### src/rtl/uart_param.sv
// uart_param: parametrised full-duplex UART with a runtime baud divisor,
// DATA_BITS-wide words, one or two transmit stop bits and per-frame status.
// Optional feature macro: UART_PARITY_EN compiles in parity generation and checking.
module uart_param #(
  parameter int DATA_BITS  = 8,
  parameter int DIV_WIDTH  = 16,
  parameter int SYNC_DEPTH = 2
) (
  input  logic                 clk,
  input  logic                 rst_n,
  input  logic [DIV_WIDTH-1:0] baud_div,
  input  logic [1:0]           parity_mode,
  input  logic                 two_stop,
  input  logic                 rx,
  output logic [DATA_BITS-1:0] read_data,
  output logic                 read_valid,
  input  logic                 read_ready,
  output logic                 parity_error,
  output logic                 framing_error,
  output logic                 overrun,
  output logic                 tx,
  input  logic [DATA_BITS-1:0] write_data,
  input  logic                 write_valid,
  output logic                 write_ready
);
  localparam int BW = $clog2(DATA_BITS + 1);

  typedef enum logic [2:0] {
    TX_IDLE = 3'd0, TX_START = 3'd1, TX_DATA = 3'd2, TX_STOP1 = 3'd3, TX_STOP2 = 3'd4
`ifdef UART_PARITY_EN
    , TX_PARITY = 3'd5
`endif
  } tx_state_t;

  typedef enum logic [2:0] {
    RX_IDLE = 3'd0, RX_START = 3'd1, RX_DATA = 3'd2, RX_STOP = 3'd3
`ifdef UART_PARITY_EN
    , RX_PARITY = 3'd4
`endif
  } rx_state_t;

  // Parity bit for a word: even mode when odd=0, odd mode when odd=1.
  function automatic logic parity_bit(input logic [DATA_BITS-1:0] d, input logic odd);
    return (^d) ^ odd;
  endfunction

  // Majority of three samples.
  function automatic logic vote3(input logic a, input logic b, input logic c);
    return (a & b) | (a & c) | (b & c);
  endfunction

  // Divisors below 4 leave no room for the three-sample vote, so clamp them.
  function automatic logic [DIV_WIDTH-1:0] eff_div(input logic [DIV_WIDTH-1:0] d);
    return (d < DIV_WIDTH'(4)) ? DIV_WIDTH'(4) : d;
  endfunction

`ifdef UART_PARITY_EN
  logic par_en_s;
  assign par_en_s = (parity_mode == 2'b01) || (parity_mode == 2'b10);
  logic tx_par_en_r, tx_par_r, rx_par_en_r, rx_odd_r, rx_perr_r;
`else
  logic unused_parity_s;
  assign unused_parity_s = ^parity_mode;
  assign parity_error    = 1'b0;
`endif

  // ---------------- transmitter ----------------
  tx_state_t            tx_state_r;
  logic [DIV_WIDTH-1:0] tx_cnt_r, tx_div_r;
  logic [BW-1:0]        tx_bit_r;
  logic [DATA_BITS-1:0] tx_shift_r;
  logic                 tx_two_r;

  // TX FSM: latches config on accept, then walks the frame one bit period at a time.
  always_ff @(posedge clk or negedge rst_n) begin
    if (!rst_n) begin
      tx_state_r  <= TX_IDLE;
      tx          <= 1'b1;
      write_ready <= 1'b0;
      tx_cnt_r    <= '0;
      tx_div_r    <= DIV_WIDTH'(4);
      tx_bit_r    <= '0;
      tx_shift_r  <= '0;
      tx_two_r    <= 1'b0;
`ifdef UART_PARITY_EN
      tx_par_en_r <= 1'b0;
      tx_par_r    <= 1'b0;
`endif
    end else if (tx_state_r == TX_IDLE) begin
      if (write_valid && write_ready) begin
        tx_state_r  <= TX_START;
        tx          <= 1'b0;
        write_ready <= 1'b0;
        tx_cnt_r    <= '0;
        tx_bit_r    <= '0;
        tx_shift_r  <= write_data;
        tx_div_r    <= eff_div(baud_div);
        tx_two_r    <= two_stop;
`ifdef UART_PARITY_EN
        tx_par_en_r <= par_en_s;
        tx_par_r    <= parity_bit(write_data, parity_mode[1]);
`endif
      end else begin
        tx          <= 1'b1;
        write_ready <= 1'b1;
      end
    end else if (tx_cnt_r == tx_div_r - DIV_WIDTH'(1)) begin
      tx_cnt_r <= '0;
      case (tx_state_r)
        TX_START: begin
          tx_state_r <= TX_DATA;
          tx         <= tx_shift_r[0];
        end
        TX_DATA: begin
          if (tx_bit_r == BW'(DATA_BITS - 1)) begin
            tx_state_r <= TX_STOP1;
            tx         <= 1'b1;
`ifdef UART_PARITY_EN
            if (tx_par_en_r) begin
              tx_state_r <= TX_PARITY;
              tx         <= tx_par_r;
            end
`endif
          end else begin
            tx_bit_r   <= tx_bit_r + BW'(1);
            tx_shift_r <= tx_shift_r >> 1;
            tx         <= tx_shift_r[1];
          end
        end
`ifdef UART_PARITY_EN
        TX_PARITY: begin
          tx_state_r <= TX_STOP1;
          tx         <= 1'b1;
        end
`endif
        TX_STOP1: begin
          if (tx_two_r) begin
            tx_state_r <= TX_STOP2;
          end else begin
            tx_state_r  <= TX_IDLE;
            write_ready <= 1'b1;
          end
        end
        TX_STOP2: begin
          tx_state_r  <= TX_IDLE;
          write_ready <= 1'b1;
        end
        default: begin
          tx_state_r <= TX_IDLE;
          tx         <= 1'b1;
        end
      endcase
    end else begin
      tx_cnt_r <= tx_cnt_r + DIV_WIDTH'(1);
    end
  end

  // ---------------- receiver ----------------
  logic [SYNC_DEPTH-1:0] sync_r;
  logic                  rx_s, rx_prev_r;

  // Synchroniser for the asynchronous line plus a delayed copy for edge detection.
  always_ff @(posedge clk or negedge rst_n) begin
    if (!rst_n) begin
      sync_r    <= '1;
      rx_prev_r <= 1'b1;
    end else begin
      sync_r    <= {sync_r[SYNC_DEPTH-2:0], rx};
      rx_prev_r <= rx_s;
    end
  end
  assign rx_s = sync_r[SYNC_DEPTH-1];

  rx_state_t            rx_state_r;
  logic [DIV_WIDTH-1:0] rx_cnt_r, rx_div_r, rx_half_r;
  logic [BW-1:0]        rx_bit_r;
  logic [DATA_BITS-1:0] rx_shift_r;
  logic [1:0]           rx_vote_r;
  logic                 rx_sample_s, at_h1_s, at_end_s;

  assign rx_sample_s = vote3(rx_vote_r[0], rx_vote_r[1], rx_s);
  assign at_h1_s     = (rx_cnt_r == rx_half_r + DIV_WIDTH'(1));
  assign at_end_s    = (rx_cnt_r == rx_div_r - DIV_WIDTH'(1));

  // RX FSM and output holding register with overrun detection.
  always_ff @(posedge clk or negedge rst_n) begin
    if (!rst_n) begin
      rx_state_r    <= RX_IDLE;
      rx_cnt_r      <= DIV_WIDTH'(1);
      rx_div_r      <= DIV_WIDTH'(4);
      rx_half_r     <= DIV_WIDTH'(2);
      rx_bit_r      <= '0;
      rx_shift_r    <= '0;
      rx_vote_r     <= 2'b11;
      read_data     <= '0;
      read_valid    <= 1'b0;
      framing_error <= 1'b0;
      overrun       <= 1'b0;
`ifdef UART_PARITY_EN
      rx_par_en_r   <= 1'b0;
      rx_odd_r      <= 1'b0;
      rx_perr_r     <= 1'b0;
      parity_error  <= 1'b0;
`endif
    end else begin
      overrun <= 1'b0;
      if (read_valid && read_ready) read_valid <= 1'b0;
      case (rx_state_r)
        RX_IDLE: begin
          // Detect cycle is bit position 0, so START begins at position 1.
          rx_cnt_r <= DIV_WIDTH'(1);
          if (rx_prev_r && !rx_s) begin
            rx_state_r <= RX_START;
            rx_div_r   <= eff_div(baud_div);
            rx_half_r  <= eff_div(baud_div) >> 1;
`ifdef UART_PARITY_EN
            rx_par_en_r <= par_en_s;
            rx_odd_r    <= parity_mode[1];
            rx_perr_r   <= 1'b0;
`endif
          end
        end
        RX_START: begin
          if ((rx_cnt_r == rx_half_r) && rx_s) begin
            rx_state_r <= RX_IDLE;
          end else if (at_end_s) begin
            rx_cnt_r   <= '0;
            rx_bit_r   <= '0;
            rx_state_r <= RX_DATA;
          end else begin
            rx_cnt_r <= rx_cnt_r + DIV_WIDTH'(1);
          end
        end
        default: begin
          if (rx_cnt_r == rx_half_r - DIV_WIDTH'(1)) rx_vote_r[0] <= rx_s;
          if (rx_cnt_r == rx_half_r) rx_vote_r[1] <= rx_s;
          rx_cnt_r <= at_end_s ? '0 : rx_cnt_r + DIV_WIDTH'(1);
          case (rx_state_r)
            RX_DATA: begin
              if (at_h1_s) rx_shift_r <= {rx_sample_s, rx_shift_r[DATA_BITS-1:1]};
              if (at_end_s) begin
                if (rx_bit_r == BW'(DATA_BITS - 1)) begin
                  rx_state_r <= RX_STOP;
`ifdef UART_PARITY_EN
                  if (rx_par_en_r) rx_state_r <= RX_PARITY;
`endif
                end else begin
                  rx_bit_r <= rx_bit_r + BW'(1);
                end
              end
            end
`ifdef UART_PARITY_EN
            RX_PARITY: begin
              if (at_h1_s) rx_perr_r <= rx_sample_s ^ parity_bit(rx_shift_r, rx_odd_r);
              if (at_end_s) rx_state_r <= RX_STOP;
            end
`endif
            RX_STOP: begin
              // Leave at the stop centre so a back-to-back start edge is not missed.
              if (at_h1_s) begin
                rx_state_r <= RX_IDLE;
                if (read_valid && !read_ready) begin
                  overrun <= 1'b1;
                end else begin
                  read_valid    <= 1'b1;
                  read_data     <= rx_shift_r;
                  framing_error <= !rx_sample_s;
`ifdef UART_PARITY_EN
                  parity_error  <= rx_perr_r;
`endif
                end
              end
            end
            default: rx_state_r <= RX_IDLE;
          endcase
        end
      endcase
    end
  end

endmodule

### config.mk
export PLATFORM = sky130hd
export DESIGN_NAME = uart_param
export DESIGN_NICKNAME = d
export VERILOG_FILES = /design/src/rtl/uart_param.sv
export SDC_FILE = /design/constraint.sdc
export NUM_CORES = 1
export LEC_CHECK = 0
export ABC_AREA = 1
export CAP_MARGIN = 5
export CORE_AREA = 2 2 113 115
export CTS_CLUSTER_SIZE = 8
export DETAILED_ROUTE_END_ITERATION = 8
export DIE_AREA = 0 0 115 117
export PLACE_DENSITY = 0.86
export SLEW_MARGIN = 20
export SYNTH_ARGS = -nofsm -noshare
export SYNTH_HDL_FRONTEND = slang
export SYNTH_SLANG_ARGS = --single-unit
export TNS_END_PERCENT = 100
### constraint.sdc
create_clock -name clk -period 4.6 [get_ports clk]
set_input_delay 0.92 -clock clk [delete_from_list [all_inputs] [get_ports clk]]
set_output_delay 0.92 -clock clk [all_outputs]
set_load 0.1 [all_outputs]
==> results.cfg <==
[yosys]
synth_fp_nets = 1180
synth_area_per_cell_um2 = 6.95
seq_area_frac_synth_pct = 35.7
ys_ff_latch = 112
synth_common_cells = 393 x nand2_1, 132 x nor2_1, 106 x inv_1
netlist-cell-type-count = 46
async_flop_share_pct = 100
synth_top_area_cell = dfrtp_1
synth-edff-count = 0
synthesis.area_um2 = 7890
synthFlopType = dfrtp_1
yosysMostFrequentCell = nand2_1
synth_area_leaders = dfrtp_1 33%, nand2_1 19%, nor2_1 6.3%, xor2_1 5.7%, inv_1 5.0%
netlist_instances = 1136
yosysTopAreaCellShare_pct = 32.7
ys_warn_count = 0

[worst_hold_path]
holdCritPathClass = flip-flop to flip-flop
hold_start = sync_r[0]$_DFF_PN1_

[detailed_routing]
via_per_inst = 5.53
detail_route.iter0.violations = 723
vias = 7224
dr.pass1.iters = 5
drc = 0
antenna_left = 0
wl_per_cell_um = 14.3
drt-total-wl_mm = 18.7

[worst_setup_path]
critical_path.startpoint_type = flip-flop
crit_required_ns = 3.68
slowest_stage = clkdlybuf4s50_1
endpoint_kind = output pin
cpPeakStageDelay_ns = 1.12
cp_cell_sequence = clkdlybuf4s50_1
ff2ff_setup_slack_ns = 1.71
cp_num_buf_inv = 1
worstSetupPathType = flip-flop to output pin
cpLargestDelayFamily = buffers and inverters
r2r_start = tx_div_r[0]$_DFFE_PN0P_
path_max_fanout = 2
arrival_ns = 2.03
crit_start = tx$_DFFE_PN1P_

[grt]
grt_antenna_before_repair = 0
grt_max_degree = 44
grt_pass1_wl_mm = 31.9
track_usage_pct = 29.9
grt.overflow.total = 0
grt_pass1_vias = 6884

[cts]
cts_resized = 0
clockRootBuffer = clkbuf_16
clock_latency_ns = 0.37
cts-htree-levels = 3
clk_pin_slew_worst_paths_ns = 0.08
clock_path_buffers = 2
cts.sinks = 112
numCtsBuffers = 9
postCtsSetupBuffers = 0
cts_tree = built
postCtsHoldBufs = 0

[timing]
period_minus_slack_ns = 2.95
finClkSkew_ns = 0.00952
worst_pin_slew_ns = 0.986
setup_violations = 0
post-route-period-util_pct = 64.2
fin_setup_tns_ns = 0
relSlewSlack_pct = 34.1
hold_violations = 0
fmax_mhz = 339
drv_slew = 0
rsz0062_at_grt = no

[finish]
design_area_um2 = 8590
n_antenna_cell = 0
syn_to_final_growth_pct = 8.88
fillerInstances = 1014
layout-drive-gt1-share_pct = 6.66
nNetsFinal = 1196

[die]
num_io_pins = 46
core_area_um2 = 12300
fp.dieW_um = 115
die_h_um = 117
die_area_um2 = 13500
num_rows = 41
initial_core_util_pct = 64.1

[status]
status = finished, final reports clean

[pwr]
vdd_drop_max_mv = 0.315
p_per_area_nw_per_um2 = 610
p_leak_uw = 0.00418

[placement]
place_area_um2 = 8290
place_congestion = 0.978
io_buffer_count = 42
place_hpwl_mm = 14.2

[flow_run]
maxCapViolCount = 0
==> layout make-up <==
| class | instances | area (µm²) | area share, % |
|---|---|---|---|
| Multi-Input combinational cell | 870 | 4410 | 51.4 |
| Tap cell | 150 | 188 | 2.18 |
| Clock inverter | 7 | 73.8 | 0.859 |
| Sequential cell | 112 | 2810 | 32.8 |
| Clock buffer | 9 | 225 | 2.62 |
| Inverter | 112 | 420 | 4.89 |
| Timing Repair Buffer | 47 | 455 | 5.30 |
==> placed cells by master, fill, tap and decap left out, types with 2 or more instances in the layout <==
| master | Yosys | routed |
|---|---|---|
| a21oi_1 | 9 | 9 |
| buf_4 | 6 | 6 |
| clkbuf_16 | 0 | 9 |
| clkdlybuf4s50_1 | 0 | 41 |
| clkinv_8 | 0 | 2 |
| clkinvlp_4 | 0 | 2 |
| dfrtp_1 | 103 | 103 |
| dfstp_2 | 9 | 9 |
| ha_1 | 12 | 12 |
| inv_1 | 106 | 106 |
| inv_2 | 5 | 5 |
| inv_6 | 0 | 3 |
| nand2_1 | 393 | 393 |
| nand2_2 | 3 | 3 |
| nand3_1 | 63 | 63 |
| nand3_2 | 7 | 7 |
| nand3b_1 | 10 | 10 |
| nand4_1 | 41 | 41 |
| nor2_1 | 132 | 132 |
| nor2_2 | 11 | 11 |
| nor2_4 | 8 | 8 |
| nor3_1 | 12 | 11 |
| nor3_2 | 1 | 2 |
| nor3b_1 | 3 | 3 |
| nor4_1 | 6 | 6 |
| o211ai_1 | 2 | 2 |
| o21ai_0 | 56 | 56 |
| o21bai_1 | 2 | 2 |
| o22ai_1 | 7 | 7 |
| xnor2_1 | 25 | 25 |
| xnor3_1 | 2 | 2 |
| xor2_1 | 51 | 51 |
| xor2_2 | 2 | 2 |
==> registers in the layout (all words and copies together) (netlist names), 2 cells and up <==
signal      cells
rx_div_r       16
sync_r          2
rx_cnt_r       16
tx_state_r      3
rx_bit_r        4
rx_shift_r      8
tx_bit_r        4
rx_vote_r       2
tx_shift_r      8
tx_div_r       16
tx_cnt_r       16
read_data       8
rx_state_r      2
==> report_power, final <==
part           total [µW]  internal, µW  switching, µW  leakage, µW
sequential           1730          1280            449      0.00145
clock                 796           383            413     0.000139
combinational        2710           953           1760      0.00259
total                5240          2620           2620      0.00418
==> routing by layer <==
metal	global-route usage, %	part of all wire [%]	vias to the layer above
met3	5.56	5.8	30
met5	0	0	-
met4	10.4	1.9	0
met1	41.0	45	3335
met2	47.9	47	232
li1	-	-	3627
==> metrics by stage <==
stage                     hold WS [ns]  utilization [%]  std cells  power [µW]  setup WS [ns]
final                            0.366             69.8       1307        5240           1.65
after global placement           0.345             67.3       1291        4330           1.56
after floorplan                  0.345                -       1136        3850           2.36
after detailed placement         0.358             67.3       1291        4400           1.50
after global routing             0.368             69.8       1307        5700           1.40
after CTS                        0.367             69.8       1307        5220           1.64
==> cell families (layout without fill, tap and decap cells) <==
group / after synthesis / in the layout / share of synthesized area [%]
adder cells (fa/ha/maj): 12 / 12 / 1.90
other: 1 / 1 / 0.0475
AO/OA/AOI/OAI: 80 / 80 / 5.53
XOR/XNOR: 80 / 80 / 9.42
buffers and inverters: 154 / 175 / 8.45
AND/OR/NAND/NOR: 697 / 697 / 39.0
flip-flops: 112 / 112 / 35.7
==> worst paths after layout <==
path,endpoint,cells after the start
worst max-delay path,tx,1
worst min-delay path,sync_r[1]$_DFF_PN1_,0
worst max register to register,tx_shift_r[2]$_DFFE_PN0P_,12
worst min register to register,sync_r[1]$_DFF_PN1_,0
max in group asynchronous,rx_shift_r[5]$_DFFE_PN0P_,2
min in group asynchronous,tx_state_r[1]$_DFFE_PN0P_,1
Power figures use the tool's default switching activity.
